===== src/rtl/aes_key_sched_ctrl_pkg.sv =====
//==============================================================================
// Module  : aes_key_sched_ctrl_pkg
// Desc    : Shared constants, FSM encoding and S-box/rcon helpers for the
//           AES-128 key-schedule controller.
// Rev     : 1.0
//==============================================================================
`default_nettype none

package aes_key_sched_ctrl_pkg;

    localparam int c_aes_nr = 10;

    localparam logic [0:0] c_st_idle   = 1'b0;
    localparam logic [0:0] c_st_expand = 1'b1;

    typedef enum logic [0:0] {
        ST_IDLE   = c_st_idle,
        ST_EXPAND = c_st_expand
    } state_t;

    // Row r holds S-box outputs for inputs 0xr0..0xrF, left to right.
    localparam logic [0:15][127:0] c_sbox_rows = {
        128'h637c777bf26b6fc53001672bfed7ab76,
        128'hca82c97dfa5947f0add4a2af9ca472c0,
        128'hb7fd9326363ff7cc34a5e5f171d83115,
        128'h04c723c31896059a071280e2eb27b275,
        128'h09832c1a1b6e5aa0523bd6b329e32f84,
        128'h53d100ed20fcb15b6acbbe394a4c58cf,
        128'hd0efaafb434d338545f9027f503c9fa8,
        128'h51a3408f929d38f5bcb6da2110fff3d2,
        128'hcd0c13ec5f974417c4a77e3d645d1973,
        128'h60814fdc222a908846eeb814de5e0bdb,
        128'he0323a0a4906245cc2d3ac629195e479,
        128'he7c8376d8dd54ea96c56f4ea657aae08,
        128'hba78252e1ca6b4c6e8dd741f4bbd8b8a,
        128'h703eb5664803f60e613557b986c11d9e,
        128'he1f8981169d98e949b1e87e9ce5528df,
        128'h8ca1890dbfe6426841992d0fb054bb16
    };

    function automatic logic [7:0] aes_sbox(input logic [7:0] b);
        logic [127:0] row;
        row = c_sbox_rows[b[7:4]];
        return row[{~b[3:0], 3'b000} +: 8];
    endfunction

    function automatic logic [7:0] aes_rcon(input logic [3:0] rnd);
        logic [7:0] rc;
        case (rnd)
            4'd1:    rc = 8'h01;
            4'd2:    rc = 8'h02;
            4'd3:    rc = 8'h04;
            4'd4:    rc = 8'h08;
            4'd5:    rc = 8'h10;
            4'd6:    rc = 8'h20;
            4'd7:    rc = 8'h40;
            4'd8:    rc = 8'h80;
            4'd9:    rc = 8'h1b;
            4'd10:   rc = 8'h36;
            default: rc = 8'h00;
        endcase
        return rc;
    endfunction

endpackage

`default_nettype wire


===== src/rtl/aes_key_sched_ctrl_round_step.sv =====
//==============================================================================
// Module  : aes_key_round_step
// Desc    : Combinational AES-128 key-expansion step: previous round key and
//           round number in, next round key out.
// Rev     : 1.0
//==============================================================================
`default_nettype none

module aes_key_round_step
    import aes_key_sched_ctrl_pkg::*;
(
    input  logic [127:0] prev_key,
    input  logic [3:0]   rnd,
    output logic [127:0] next_key
);

    logic [31:0] w_w0, w_w1, w_w2, w_w3;
    logic [31:0] w_rot, w_sub, w_t;
    logic [31:0] w_n0, w_n1, w_n2, w_n3;

    assign w_w0  = prev_key[127:96];
    assign w_w1  = prev_key[95:64];
    assign w_w2  = prev_key[63:32];
    assign w_w3  = prev_key[31:0];
    assign w_rot = {w_w3[23:0], w_w3[31:24]};

    generate
        for (genvar gi = 0; gi < 4; gi++) begin : g_subword
            assign w_sub[gi*8 +: 8] = aes_sbox(w_rot[gi*8 +: 8]);
        end
    endgenerate

    assign w_t  = w_sub ^ {aes_rcon(rnd), 24'h0};
    assign w_n0 = w_w0 ^ w_t;
    assign w_n1 = w_w1 ^ w_n0;
    assign w_n2 = w_w2 ^ w_n1;
    assign w_n3 = w_w3 ^ w_n2;

    assign next_key = {w_n0, w_n1, w_n2, w_n3};

endmodule

`default_nettype wire


===== src/rtl/aes_key_sched_ctrl.sv =====
//==============================================================================
// Module  : aes_key_sched_ctrl
// Desc    : Iterative AES-128 key-schedule controller; one round key per clock
//           into an 11-entry register file with a registered read port.
// Rev     : 1.0
//==============================================================================
`default_nettype none

module aes_key_sched_ctrl
    import aes_key_sched_ctrl_pkg::*;
#(
    parameter int NUM_ROUNDS = c_aes_nr,
    parameter int RK_ADDR_W  = 4
) (
    input  logic                 clk,
    input  logic                 reset,
    input  logic                 start,
    input  logic [127:0]         key_in,
    output logic                 start_ready,
    output logic                 busy,
    output logic                 done,
    output logic                 keys_valid,
    input  logic [RK_ADDR_W-1:0] rk_addr,
    output logic [127:0]         rk_data
);

    localparam logic [3:0]           c_last_rnd = 4'(NUM_ROUNDS);
    localparam logic [RK_ADDR_W-1:0] c_max_addr = RK_ADDR_W'(NUM_ROUNDS);

    state_t       r_state;
    state_t       w_state_next;
    logic [3:0]   r_rnd;
    logic [3:0]   w_rnd_next;
    logic         r_done;
    logic         w_done_next;
    logic         r_keys_valid;
    logic         w_kv_next;
    logic         w_load_key;
    logic         w_write_round;
    logic [127:0] r_keys [0:NUM_ROUNDS];
    logic [127:0] r_rk_data;
    logic [3:0]   w_prev_idx;
    logic [127:0] w_prev_key;
    logic [127:0] w_next_key;

    assign w_prev_idx = r_rnd - 4'd1;
    assign w_prev_key = r_keys[w_prev_idx];

    aes_key_round_step u_round_step (
        .prev_key (w_prev_key),
        .rnd      (r_rnd),
        .next_key (w_next_key)
    );

    always_comb begin
        w_state_next  = r_state;
        w_rnd_next    = r_rnd;
        w_done_next   = 1'b0;
        w_kv_next     = r_keys_valid;
        w_load_key    = 1'b0;
        w_write_round = 1'b0;
        case (r_state)
            ST_IDLE: begin
                if (start) begin
                    w_load_key   = 1'b1;
                    w_state_next = ST_EXPAND;
                    w_rnd_next   = 4'd1;
                    w_kv_next    = 1'b0;
                end
            end
            ST_EXPAND: begin
                w_write_round = 1'b1;
                w_rnd_next    = r_rnd + 4'd1;
                if (r_rnd == c_last_rnd) begin
                    w_state_next = ST_IDLE;
                    w_done_next  = 1'b1;
                    w_kv_next    = 1'b1;
                end
            end
            default: w_state_next = ST_IDLE;
        endcase
    end

    always_ff @(posedge clk) begin
        if (reset) begin
            r_state      <= ST_IDLE;
            r_rnd        <= 4'd0;
            r_done       <= 1'b0;
            r_keys_valid <= 1'b0;
        end else begin
            r_state      <= w_state_next;
            r_rnd        <= w_rnd_next;
            r_done       <= w_done_next;
            r_keys_valid <= w_kv_next;
        end
    end

    // Entry 0 holds the cipher key itself; entries 1..10 are written in order.
    always_ff @(posedge clk) begin
        if (reset) begin
            for (int i = 0; i <= NUM_ROUNDS; i++) begin
                r_keys[i] <= '0;
            end
        end else if (w_load_key) begin
            r_keys[0] <= key_in;
        end else if (w_write_round) begin
            r_keys[r_rnd] <= w_next_key;
        end
    end

    // Read port is state-independent; consumers qualify with keys_valid.
    always_ff @(posedge clk) begin
        if (reset) begin
            r_rk_data <= '0;
        end else if (rk_addr <= c_max_addr) begin
            r_rk_data <= r_keys[rk_addr];
        end else begin
            r_rk_data <= '0;
        end
    end

    assign start_ready = (r_state == ST_IDLE);
    assign busy        = (r_state == ST_EXPAND);
    assign done        = r_done;
    assign keys_valid  = r_keys_valid;
    assign rk_data     = r_rk_data;

endmodule

`default_nettype wire


===== config.mk =====
export PLATFORM = sky130hd
export DESIGN_NAME = aes_key_sched_ctrl
export DESIGN_NICKNAME = d
export VERILOG_FILES = /design/src/rtl/aes_key_sched_ctrl_pkg.sv /design/src/rtl/aes_key_sched_ctrl_round_step.sv /design/src/rtl/aes_key_sched_ctrl.sv
export SDC_FILE = /design/constraint.sdc
export NUM_CORES = 2
export LEC_CHECK = 0
export CAP_MARGIN = 20
export CORE_AREA = 2 2 445 447
export CTS_CLUSTER_SIZE = 28
export DETAILED_ROUTE_END_ITERATION = 16
export DIE_AREA = 0 0 447 449
export PLACE_DENSITY_LB_ADDON = 0.25
export SYNTH_ARGS = -nofsm -noshare
export SYNTH_HDL_FRONTEND = slang
export SYNTH_SLANG_ARGS = --single-unit

===== constraint.sdc =====
create_clock -name clk -period 40.9 [get_ports clk]
set_input_delay 8.18 -clock clk [delete_from_list [all_inputs] [get_ports clk]]
set_output_delay 8.18 -clock clk [all_outputs]
set_load 0.01 [all_outputs]

==> results <==
- The via total after detailed routing is 90806.
- The TritonCTS buffer count is 219.
- Hold is met by 0.478 ns.
- The power density over cell area is 61.9 mW/mm2.
- The achievable frequency is 0.0821 GHz.
- Setup violations remaining at the end of the flow were counted as 0.
- The maximum number of pins on one net before global-route repair is 139.
- STA classifies the critical path endpoint as a flip-flop.
- The net count of the finished layout is 8806.
- The netlist area before placement is 0.121 mm2.
- Ranked by instance count, the synthesized netlist is headed by 1920 x sky130_fd_sc_hd__edfxtp_1, 1529 x sky130_fd_sc_hd__nor2_1, 1249 x sky130_fd_sc_hd__mux4_2.
- The count of buffers added on input and output ports is 266.
- The shortest period the worst path allows is 12.18 ns.
- The netlist uses 121 different library cells.
- The wire length on met3 is 75900 um.
- The wire-length estimate of the detail-placed layout is 289000 um.
- The total of max-cap violations is 0.
- In the synthesized netlist the async set-or-reset flop fraction comes to 0.
- The filler cells instantiated in the layout total 13232.
- The post-synthesis average cell area is 13.9 um2.
- VDD sags by at most 0.0560 mV.
- The share of the Yosys chip area taken by registers is 0.523.
- Setup repair after global routing left no endpoint under its margin.
- For this block, the initial DRC count from the detailed router was 17132.
- The floorplan step defined a die boundary enclosing 0.201 mm2.
- Pin placement for this block handled 267 I/O pins.
- The type of the setup path with the least slack is input pin to flip-flop.
- For this run, the detailed router's first-pass iteration total came to 7.
- Of the cells placed in the final design, the portion with a size suffix greater than 1 is 0.235.
- The count of yosys warnings during synthesis is 0.
- The area added between synthesis and finish is 10.2%.
- In the final timing run, aggregate negative setup slack is 0 ns.
- The final-report hold violation count came to 0.
- The post-route clock period utilization is 0.298.
- In the final routing, the length of wire on met1 measures 154000 um.
- The core area is 0.196 mm2.
- The number of antenna violations at the first check in global routing is 24.
- The total congestion overflow is 0.
- The leading cell type by number of instances after synthesis is sky130_fd_sc_hd__edfxtp_1.
- The clock-pin slew reported for the worst setup and hold paths after clock tree synthesis is 0.06 ns.
- In the post-synthesis netlist, the biggest area contributors are sky130_fd_sc_hd__edfxtp_1 48%, sky130_fd_sc_hd__mux4_2 23%, sky130_fd_sc_hd__nor2_1 4.8%.
- The buffer count from post-CTS setup fixing is 0.
- The number of nets in the synthesized netlist is 8875.
- The worst hold path belongs to the class flip-flop to flip-flop.
- The number of buffers on the longest clock path is 3.
- The number of storage elements in the synthesis netlist is 2191.
- The routability-driven placement congestion ratio is 1.01.
- The number of global-route vias before repair is 89477.
- In this run the tightest slew margin relative to its limit is 0.124.
- The share of synthesized area in the top cell type comes to 0.478.
- The final layout contains routed wiring with a total length of 479000 um.
- The H-tree depth reported by CTS is 4.
- The y dimension of the die is 449 um.
- The data arrival time at the worst-slack endpoint is 12.70 ns.
- The largest fanout on the critical path is 46.
- The wire length per cell is 41.8 um.
- The clock insertion delay at the later pin of the skew report is 0.93 ns.
- The startpoint type of the worst setup path is an input pin.
- The max-slew violation count is 0.
- The flow ran to the end, and the final reports show no timing, DRC or antenna violations.
- The count of mapped cells out of synthesis is 8671.
- The number of sinks driven by the clock tree is 2191.
- The width of the die is 447 um.
- The detailed-routed wire length on met2 is 207000 um.
- The required time at the worst-slack endpoint is 41.41 ns.
- The hold buffer count at CTS is 0.
- The CTS tree is built.
- The number of enable-type register cells in the synthesized netlist is 1920.
- The clock tree skew after final layout is 0.0623 ns.
- In this run the top signal layer used is met5.
- For this configuration, the core starts out at a cell density of 0.615.
- The cell leakage power is 45.0 nW.
- The most used flip-flop cell after synthesis is sky130_fd_sc_hd__edfxtp_1.
- Dividing the detail-routed via count by the number of cells gives 7.92.
- The number of core rows is 163.
- The number of routed nets with antenna violations is 0.
- After detailed routing, the number of remaining DRC violations is 0.
- The transition time at the pin with the least slew margin is 1.31 ns.
- The wire length of the first global-routing pass is 671000 um.
- In the global route stage, overall resource usage came out at 0.477.
- The synthesized design spends more area on one cell type than any other, namely sky130_fd_sc_hd__edfxtp_1.
- The total of cells resized after clock tree synthesis is 0.
- The tree is rooted in a sky130_fd_sc_hd__clkbuf_16.
==> worst paths after layout <==
kind,start,to,slack (ns),cells past startpoint
max,reset,r_keys[2][33]$_SDFFCE_PN0P_,28.72,8
min,r_keys[10][15]$_SDFFE_PP0P_,r_keys[10][15]$_SDFFE_PP0P_,0.48,2
max reg2reg,r_rnd[0]$_SDFFE_PP0N_,r_keys[12][19]$_DFFE_PP_,29.97,19
min reg2reg,r_keys[10][15]$_SDFFE_PP0P_,r_keys[10][15]$_SDFFE_PP0P_,0.48,2
==> critical path, stage by stage <==
cell and delay, ns:
sky130_fd_sc_hd__buf_6 0.22, sky130_fd_sc_hd__nand2b_4 0.47, sky130_fd_sc_hd__buf_4 0.50, sky130_fd_sc_hd__nor2_1 0.46, sky130_fd_sc_hd__nand3_4 0.55, sky130_fd_sc_hd__nand2b_4 0.66, sky130_fd_sc_hd__buf_4 0.58, sky130_fd_sc_hd__buf_4 0.87
==> power by group <==
group / total (mW) / internal [mW] / switching (mW)
sequential: 2.65 / 2.59 / 0.0585
clock: 2.11 / 1.20 / 0.904
combinational: 3.47 / 0.991 / 2.48
==> cells in the final DEF (no fill, tap or decap), types with 31 or more instances in the layout <==
cell                              netlist  layout
sky130_fd_sc_hd__o21ai_1               33      33
sky130_fd_sc_hd__a211oi_1             101     101
sky130_fd_sc_hd__a31oi_1               56      56
sky130_fd_sc_hd__clkdlybuf4s50_1        0     261
sky130_fd_sc_hd__clkbuf_16              0     222
sky130_fd_sc_hd__clkbuf_8               0      33
sky130_fd_sc_hd__inv_1                124     124
sky130_fd_sc_hd__dfxtp_1              271     270
sky130_fd_sc_hd__mux4_2              1249    1249
sky130_fd_sc_hd__nor2b_1              138     138
sky130_fd_sc_hd__a21oi_1              263     263
sky130_fd_sc_hd__clkbuf_1             388      58
sky130_fd_sc_hd__a311oi_1              44      44
sky130_fd_sc_hd__ha_1                  69      68
sky130_fd_sc_hd__mux2i_1              146     140
sky130_fd_sc_hd__nor3_1               124     121
sky130_fd_sc_hd__clkinv_1               6      33
sky130_fd_sc_hd__edfxtp_1            1920    1920
sky130_fd_sc_hd__nand2_1              420     420
sky130_fd_sc_hd__clkinv_2               0      34
sky130_fd_sc_hd__nand3_1              101      97
sky130_fd_sc_hd__mux2_2                33      31
sky130_fd_sc_hd__a22oi_1               35      35
sky130_fd_sc_hd__o21ai_0              234     234
sky130_fd_sc_hd__o311ai_0              41      41
sky130_fd_sc_hd__o211ai_1              69      69
sky130_fd_sc_hd__buf_4                 78     245
sky130_fd_sc_hd__xor2_1                43      41
sky130_fd_sc_hd__xnor2_1              119     116
sky130_fd_sc_hd__nor2_1              1529    1525
==> metrics by stage <==
stage / cell area, um2 / cells / setup slack [ns] / power, mW / utilization
floorplan: 121000 / 8671 / 22.46 / 4.61 / -
global placement: 125000 / 11014 / 27.95 / 5.95 / 0.638
detailed placement: 125000 / 11016 / 27.86 / 5.96 / 0.638
CTS: 133000 / 11433 / 28.84 / 8.03 / 0.677
global route: 133000 / 11452 / 28.46 / 8.35 / 0.677
finish: 133000 / 11461 / 28.72 / 8.22 / 0.678
==> registers in the layout, summed over array words and instances (netlist names), named ones only <==
| signal | flops |
|---|---|
| busy | 1 |
| done | 1 |
| keys_valid | 1 |
| r_keys | 2048 |
| r_rnd | 4 |
| rk_data | 128 |
==> per-layer routing <==
| layer | global-route usage | vias up |
|---|---|---|
| li1 | - | 34025 |
| met5 | 0 | - |
| met4 | 0.336 | 20 |
| met1 | 0.620 | 45429 |
| met2 | 0.675 | 9489 |
| met3 | 0.163 | 1843 |
==> cells by family (layout without fill, tap and decap cells) <==
group,count (synthesis),after routing,share of synthesized area
buffers and inverters,966,1093,0.0369
adder cells (fa/ha/maj),69,69,0.00715
AND/OR/NAND/NOR,2490,2490,0.0878
other,0,23,0
AO/OA/AOI/OAI,1304,1304,0.0764
multiplexers,1442,1442,0.250
XOR/XNOR,209,209,0.0189
flip-flops,2191,2191,0.523
==> area by class of cell <==
type | instances | area, um2 | area share
clock inverters | 105 | 1320 | 0.00992
multi-input cells | 5514 | 53500 | 0.403
diodes | 23 | 57.6 | 0.000433
clock buffers | 312 | 6210 | 0.0467
well taps | 2640 | 3300 | 0.0248
inverters | 149 | 561 | 0.00422
flip-flops and latches | 2191 | 63100 | 0.475
repair buffers | 527 | 4870 | 0.0366
Power figures use the tool's default switching activity.
